### src/rtl/y86_pkg.sv
// Shared Y86-64 constants: instruction codes, one-hot status codes and sequencer states.
package y86_pkg;

  localparam logic [3:0] I_HALT  = 4'h0;
  localparam logic [3:0] I_NOP   = 4'h1;
  localparam logic [3:0] I_CMOV  = 4'h2;
  localparam logic [3:0] I_IRMOV = 4'h3;
  localparam logic [3:0] I_RMMOV = 4'h4;
  localparam logic [3:0] I_MRMOV = 4'h5;
  localparam logic [3:0] I_OPQ   = 4'h6;
  localparam logic [3:0] I_JXX   = 4'h7;
  localparam logic [3:0] I_CALL  = 4'h8;
  localparam logic [3:0] I_RET   = 4'h9;
  localparam logic [3:0] I_PUSH  = 4'hA;
  localparam logic [3:0] I_POP   = 4'hB;

  localparam logic [3:0] STAT_AOK = 4'b0001;
  localparam logic [3:0] STAT_HLT = 4'b0010;
  localparam logic [3:0] STAT_ADR = 4'b0100;
  localparam logic [3:0] STAT_INS = 4'b1000;

  typedef enum logic [1:0] {
    ST_IDLE   = 2'd0,
    ST_RUN    = 2'd1,
    ST_HALTED = 2'd2,
    ST_FAULT  = 2'd3
  } seq_state_e;

endpackage

### src/rtl/pc_select.sv
// Combinational next-PC mux: call and taken jumps go to valC, ret to valM, all else valP.
module pc_select
  import y86_pkg::*;
(
  input  logic [3:0]  icode,
  input  logic        cnd,
  input  logic [63:0] valC,
  input  logic [63:0] valP,
  input  logic [63:0] valM,
  output logic [63:0] next_pc
);

  always_comb begin
    next_pc = valP;
    case (icode)
      I_CALL:  next_pc = valC;
      I_JXX:   next_pc = cnd ? valC : valP;
      I_RET:   next_pc = valM;
      default: next_pc = valP;
    endcase
  end

endmodule

### src/rtl/seq_pc_control.sv
// PC sequencer for the SEQ Y86-64 core: owns the PC, status, run/step FSM and
// retired-instruction / RUN-cycle counters.
//
// state  | meaning
// IDLE   | waiting for start after reset
// RUN    | executing, free-run or one instruction per step
// HALTED | halt retired-less stop; only reset leaves
// FAULT  | address or instruction fault; only reset leaves
module seq_pc_control
  import y86_pkg::*;
#(
  parameter logic [63:0] RESET_PC = 64'h0,
  parameter int          CNT_W    = 32
) (
  input  logic             clk,
  input  logic             reset,
  input  logic             start,
  input  logic             step_mode,
  input  logic             step,
  input  logic [3:0]       icode,
  input  logic             cnd,
  input  logic [63:0]      valC,
  input  logic [63:0]      valP,
  input  logic [63:0]      valM,
  input  logic [3:0]       stat_f,
  input  logic             dmem_err,
  output logic [63:0]      pc,
  output logic             commit,
  output logic [3:0]       stat,
  output logic [1:0]       state,
  output logic [CNT_W-1:0] instr_cnt,
  output logic [CNT_W-1:0] cycle_cnt
);

  seq_state_e       state_q, state_d;
  logic [63:0]      pc_q, pc_d;
  logic [3:0]       stat_q, stat_d;
  logic [CNT_W-1:0] instr_q, instr_d;
  logic [CNT_W-1:0] cycle_q, cycle_d;
  logic [63:0]      next_pc;
  logic             go;

  pc_select u_pc_select (
    .icode   (icode),
    .cnd     (cnd),
    .valC    (valC),
    .valP    (valP),
    .valM    (valM),
    .next_pc (next_pc)
  );

  assign go = (state_q == ST_RUN) && (!step_mode || step);

  always_comb begin
    state_d = state_q;
    pc_d    = pc_q;
    stat_d  = stat_q;
    instr_d = instr_q;
    cycle_d = cycle_q;
    commit  = 1'b0;
    case (state_q)
      ST_IDLE: begin
        if (start) state_d = ST_RUN;
      end
      ST_RUN: begin
        cycle_d = cycle_q + CNT_W'(1);
        if (go) begin
          // Fault checks outrank halt; pc holds on the offending instruction.
          if (stat_f[3] || stat_f[2]) begin
            state_d = ST_FAULT;
            stat_d  = stat_f;
          end else if (dmem_err) begin
            state_d = ST_FAULT;
            stat_d  = STAT_ADR;
          end else if (icode == I_HALT || stat_f[1]) begin
            state_d = ST_HALTED;
            stat_d  = STAT_HLT;
          end else begin
            commit  = 1'b1;
            pc_d    = next_pc;
            instr_d = instr_q + CNT_W'(1);
          end
        end
      end
      default: ;
    endcase
  end

  always_ff @(posedge clk or posedge reset) begin
    if (reset) begin
      state_q <= ST_IDLE;
      pc_q    <= RESET_PC;
      stat_q  <= STAT_AOK;
      instr_q <= '0;
      cycle_q <= '0;
    end else begin
      state_q <= state_d;
      pc_q    <= pc_d;
      stat_q  <= stat_d;
      instr_q <= instr_d;
      cycle_q <= cycle_d;
    end
  end

  assign pc        = pc_q;
  assign stat      = stat_q;
  assign state     = state_q;
  assign instr_cnt = instr_q;
  assign cycle_cnt = cycle_q;

endmodule

### config.mk
export PLATFORM = sky130hd
export DESIGN_NAME = seq_pc_control
export DESIGN_NICKNAME = d
export VERILOG_FILES = /design/src/rtl/y86_pkg.sv /design/src/rtl/pc_select.sv /design/src/rtl/seq_pc_control.sv
export SDC_FILE = /design/constraint.sdc
export NUM_CORES = 1
export LEC_CHECK = 0
export ABC_AREA = 1
export CAP_MARGIN = 20
export CORE_ASPECT_RATIO = 1.2
export CORE_MARGIN = 5
export CORE_UTILIZATION = 43
export CTS_BUF_LIST = sky130_fd_sc_hd__clkbuf_4 sky130_fd_sc_hd__clkbuf_8 sky130_fd_sc_hd__clkbuf_16
export CTS_CLUSTER_SIZE = 12
export DETAILED_ROUTE_END_ITERATION = 10
export HOLD_SLACK_MARGIN = 0.02
export PLACE_DENSITY = 0.75
export SETUP_SLACK_MARGIN = 0.1
export SLEW_MARGIN = 20
export SYNTH_ARGS = -nofsm -noshare
export SYNTH_HDL_FRONTEND = slang
export SYNTH_HIERARCHICAL = 1
export SYNTH_SLANG_ARGS = --single-unit
### constraint.sdc
create_clock -name clk -period 6.6 [get_ports clk]
set_input_delay 1.65 -clock clk [delete_from_list [all_inputs] [get_ports clk]]
set_output_delay 1.65 -clock clk [all_outputs]
set_load 0.01 [all_outputs]
==> flow_metrics.tcl, run 1 <==
set metrics [dict create \
    place_inst 1916 \
    worst_slack_ps 1530 \
    clock-sinks 134 \
    p_sw_share_pct 25.5 \
    cts_setup_buffers 0 \
    gr-total-overflow 0 \
    drc_errors 0 \
    fillers 1969 \
    vdd_drop_max_mv 0.167 \
    pwr-share-seq_pct 39.0 \
    synth.area.top_cells "dfrtp_1 (37%), nand2_1 (23%), nand3_1 (12%), nand4_1 (5.8%), o21ai_0 (4.0%)" \
    layout_worst_path_cycle_share_pct 76.8 \
    p_per_area_nw_per_um2 162 \
    worst_pin_slew_ps 925 \
    htreeDepth 4 \
    die_x_um 142 \
    grtUsageMet2_pct 46.7 \
    critPathRequiredTime_ps 4950 \
    syn_area_um2 8990 \
    wirelength_mm 34.6 \
    dp_hpwl_mm 23.9 \
    synthSimpleGateAreaFrac_pct 46.9 \
    synth.avg_cell_area_um2 6.54 \
    fin_cells 1948 \
    io_buffers 341 \
    ys_ff_latch 134 \
    rows 58 \
    crit_buf_inv 2 \
    clk_pin_slew_ps 60 \
    final_max_slew_viol_count 0 \
    ys_types 27 \
    internal_power_uw 1580 \
    crit_type "primary input to primary output" \
    worstSetupStartpointType "primary input" \
    core_area_um2 20800 \
    synth_warnings 6 \
    max_freq_mhz 197 \
    crit_top_cell "clkdlybuf4s50_1" \
    synth_top_family_by_area "simple AND/OR/NAND/NOR gates" \
    cpPeakStageDelay_ps 620 \
    grt.busiest_layer "met2" \
    cts_hold_buf 0 \
    cp_max_fo 5 \
    seq_area_frac_synth_pct 37.3 \
    finalSetupViolCount 0 \
    grt_pass1_vias 10300 \
    area_growth_pct 45.0 \
    pwr-share-comb_pct 14.6 \
    multiInputGateArea_um2 4980 \
    die_h_um 168 \
    gp_congestion 0.877 \
    p_total_uw 2110 \
    synth_compound_area_share_pct 4.40 \
    endpoint_kind "primary output" \
    initial_core_util_pct 43.3 \
    p_leak_uw 0.00592 \
    cap_viol_max_count 0 \
    vias 10600 \
    grt_usage_pct 28.6 \
    power_frac_clock_pct 46.3 \
    dp_slack_ps 1570 \
    hold_class "register to register" \
    synth.mux.area_fraction_pct 0 \
    grt_util_met3_pct 7.27 \
    path_cells "clkdlybuf4s50_1 -> nor2_1 -> nand2_1 -> nand3_2 -> nor2_4 -> clkdlybuf4s50_1" \
    wire_per_inst_um 17.8 \
    layout_commonest_cell "nand2_1" \
    cts_tree "yes" \
    yosys.area.top_type "dfrtp_1" \
    synthXorXnorAreaFrac_pct 3.51 \
    grt_max_degree 129 \
    cts_root_buffer "clkbuf_16" \
    ios 342 \
    netlist.area_leader.share_pct 37.0 \
    drt_first_pass_iters 5 \
    cp_top_family "buffers and inverters" \
    fin_setup_tns_ps 0 \
    slew_headroom_pct 38.4 \
    drtIter0Drc 739 \
    clock_path_buffers 2 \
    drive_above_1_share_pct 3.58 \
    cts_buffers 17 \
    synth_edf_count 0 \
    grt_pass1_wl_mm 55.0 \
    clock_latency_ps 430 \
    final_cell_mix "nand2_1 (559), clkdlybuf4s50_1 (340), nand3_1 (220)" \
    synthAdderAreaFrac_pct 0.278 \
    use_met1_pct 34.8 \
    placed_area_um2 12400 \
    fin_worst_skew_ps 11.3 \
    fin_area_um2 13000 \
    crit_slowest_cell "clkdlybuf4s50_1" \
    finalHoldViolCount 0 \
    fin_crit_ps 5070 \
    syn-num-nets 1585 \
    rsz0062_at_grt "false" \
    arrival_ps 3420 \
    cts_resized 0 \
    regArea_um2 3350 \
    run_status "finished, final reports clean" \
    synthArstFlopShare_pct 100 \
    crit_path_start "icode[1]" \
    vias_per_cell 5.47 \
    ys.flop_type "dfrtp_1" \
    hold_start "stat[2]" \
    synth_cells 1376 \
    antenna_left 0 \
    die_area_um2 23900 \
    antenna_found_initial 2 \
    reg2reg_from "state[1]" \
    p_sw_uw 539 \
    num-nets-final 1874 \
]
-- cell usage after synthesis, types with 7 or more instances --
master    instances
buf_2            55
buf_4             7
clkbuf_1         18
dfrtp_1         133
inv_1            65
nand2_1         559
nand3_1         222
nand4_1          84
nor2_1           83
nor3_1           11
o21ai_0          72
xnor2_1          20
xor2_1           16
-- per-layer routing --
metal | part of all wire (%) | wire length (um)
met1 | 38 | 13300
met2 | 48 | 16500
met3 | 8.2 | 2850
met4 | 5.6 | 1940
met5 | 0.038 | 13
-- sequential cells by signal, indices dropped and copies added (netlist names) --
| signal | cells |
|---|---|
| cycle_cnt | 32 |
| state | 2 |
| pc | 64 |
| instr_cnt | 32 |
| stat | 4 |
-- power groups by stage --
stage | clock network [uW] | registers (uW) | logic (uW)
after floorplan | 0 | 842 | 131
after CTS | 994 | 826 | 309
after global placement | 0 | 841 | 304
final | 979 | 826 | 309
after detailed placement | 0 | 841 | 309
after global routing | 1030 | 826 | 341
-- logic make-up (layout without fill, tap and decap cells) --
kind of cell,after synthesis,count (layout)
AOI/OAI and AO/OA,79,79
adders and majority gates,2,2
buffers and inverters,151,452
and+or+nand+nor,974,974
xor gates and xnor gates,36,36
other,0,1
DFF,134,134
-- worst reg2reg max path, stage by stage, from the launching register on --
cell and delay [ps]:
dfrtp_1 400, inv_2 80, nand2_2 170, inv_2 190, nand3_2 130, nor2_4 140, buf_6 640, nand2_1 270
o21ai_0 200, nand2_1 70
-- stage by stage --
| stage | utilization, % | hold slack, ps |
|---|---|---|
| after detailed placement | 59.9 | 482 |
| after floorplan | - | 495 |
| after CTS | 62.8 | 495 |
| after global placement | 59.9 | 470 |
| final | 62.8 | 493 |
| after global routing | 62.8 | 513 |
-- path summary, 6_finish.rpt --
path                            cells after the start             to  slack (ps)
worst max-delay path                                6         commit        1530
worst min-delay path                                2        stat[2]         490
worst max register to register                      9  instr_cnt[21]        4210
worst min register to register                      2        stat[2]         490
max in group asynchronous                           3   instr_cnt[1]        3690
min in group asynchronous                           2  instr_cnt[30]        1810
-- area by class of cell --
cell class	count	share of cell area (%)
Sequential cell	134	25.7
Antenna cell	1	0.0192
Inverter	68	2.00
Clock inverter	14	1.33
Clock buffer	17	3.26
Tap cell	270	2.59
Multi-Input combinational cell	1091	38.2
Timing Repair Buffer	353	26.9
No activity file was read; power rests on OpenSTA's default activity.
==> inputs of run 2 (changes only) <==
CORE_UTILIZATION = 41   (was 43)
PLACE_DENSITY = 0.74   (was 0.75)
clock period = 4.59 ns   (was 6.6 ns; I/O delays follow)
==> run 2 against run 1 <==
  * Cell count increased by 0.46%
  * Worst setup slack worse by 1000 ps
  * Largest power group unchanged
  * Clock skew decreased by 1.9 ps
  * Highest routed layer is now met4
==> flow_metrics.tcl, run 2 (synthesis results as in run 1) <==
set metrics [dict create \
    run_status "finished, final reports clean" \
    fillers 2032 \
    p_per_area_nw_per_um2 233 \
    cp_top_family "buffers and inverters" \
    antenna_left 0 \
    wl_met2_mm 17.1 \
    initial_core_util_pct 41.6 \
    final_cell_mix "nand2_1 (559), clkdlybuf4s50_1 (340), nand3_1 (220)" \
    gp_congestion 0.878 \
    drt_first_pass_iters 5 \
    die_x_um 145 \
    antenna_found_initial 2 \
    crit_top_cell "clkdlybuf4s50_1" \
    num-nets-final 1878 \
    gr-total-overflow 0 \
    die_area_um2 25000 \
    clock_latency_ps 420 \
    io_buffers 341 \
    wl_met3_mm 2.93 \
    cpPeakStageDelay_ps 620 \
    cts_hold_buf 0 \
    final_max_slew_viol_count 0 \
    cts_setup_buffers 0 \
    dp_hpwl_mm 24.3 \
    drive_above_1_share_pct 3.81 \
    p_total_uw 3060 \
    cap_viol_max_count 0 \
    max_freq_mhz 245 \
    crit_type "primary input to primary output" \
    hold_class "register to register" \
    finalHoldViolCount 0 \
    slew_headroom_pct 46.9 \
    endpoint_kind "primary output" \
    critPathRequiredTime_ps 3440 \
    rsz0062_at_grt "false" \
    routed.top_layer "met4" \
    core_area_um2 21600 \
    drc_errors 0 \
    cts_buffers 17 \
    finalSetupViolCount 0 \
    die_h_um 172 \
    vias 10800 \
    clock-sinks 134 \
    wirelength_mm 34.7 \
    crit_slowest_cell "clkdlybuf4s50_1" \
    wl_met1_mm 13.4 \
    vias_per_cell 5.50 \
    cp_max_fo 5 \
    grt_usage_pct 26.5 \
    hold_ws_ps 482 \
    cts_root_buffer "clkbuf_16" \
    layout_worst_path_cycle_share_pct 88.8 \
    wire_per_inst_um 17.7 \
    final_util_pct 60.8 \
    cts_tree "yes" \
    vdd_drop_max_mv 0.218 \
    path_cells "clkdlybuf4s50_1 -> nor2_1 -> nand2_1 -> nand3_2 -> nor2_4 -> clkdlybuf4s50_1" \
    largest_reg_flops 64 \
    cts_resized 0 \
    clock_path_buffers 2 \
    drtIter0Drc 880 \
    grt_pass1_wl_mm 54.4 \
    worstSetupStartpointType "primary input" \
    htreeDepth 4 \
    layout_commonest_cell "nand2_1" \
    fin_worst_skew_ps 9.44 \
    crit_buf_inv 2 \
    grt_pass1_vias 10300 \
    fin_crit_ps 4080 \
    area_growth_pct 46.2 \
    grt_max_degree 135 \
    clk_pin_slew_ps 60 \
    p_leak_uw 0.00596 \
    arrival_ps 2930 \
    ios 342 \
    worst_pin_slew_ps 794 \
    rows 59 \
    fin_setup_tns_ps 0 \
]
[run 2: cell count changes in the layout (fill, tap and decap cells not counted), sizes merged]
cell / before / now
clkinv: 6 / 7
inv: 72 / 71
buf: 13 / 17
diode: 1 / 2
[run 2: routing by layer]
layer  global-route usage (%)  vias to the layer above
li1                         -                     5099
met1                     31.6                     5059
met2                     45.3                      520
met3                     7.05                       84
met4                     11.5                        0
met5                        0                        -
[run 2: layout make-up]
class	count	area (um2)	area share (%)
Multi-Input combinational cell	1091	4980	37.9
Timing Repair Buffer	357	3600	27.4
Sequential cell	134	3350	25.5
Clock buffer	17	425	3.24
Tap cell	274	343	2.61
Inverter	68	262	1.99
Clock inverter	14	175	1.33
Antenna cell	2	5.00	0.0381
[run 2: worst register-to-register path, delay by kind of cell, from the launching register on]
kind / cells / cell delay [ps]
flops: 1 / 380
buf+inv: 4 / 1010
simple gates: 6 / 670
[run 2: metrics by stage]
stage	cells	worst slack [ps]	instance area (um2)
6_report	1957	514	13100
5_1_grt	1957	381	13100
4_1_cts	1954	492	13100
3_5_place_dp	1923	497	12500
3_3_place_gp	1923	530	12500
2_1_floorplan	1376	1550	9000
[run 2: where the power goes]
group / total (uW) / leakage [uW] / switching (uW) / internal (uW)
Combinational: 455 / 0.00382 / 226 / 229
Clock: 1420 / 0.000298 / 558 / 859
Sequential: 1190 / 0.00185 / 2.08 / 1190
[run 2: worst paths after layout]
| path | start | end | slack (ps) | depth (start not counted) |
|---|---|---|---|---|
| max | icode[1] | commit | 510 | 6 |
| min | stat[1] | stat[1] | 480 | 2 |
| max in group asynchronous | reset | pc[41] | 2700 | 3 |
| min in group asynchronous | reset | cycle_cnt[8] | 1270 | 3 |
| min reg2reg | stat[1] | stat[1] | 480 | 2 |
| max reg2reg | state[1] | instr_cnt[31] | 2430 | 10 |
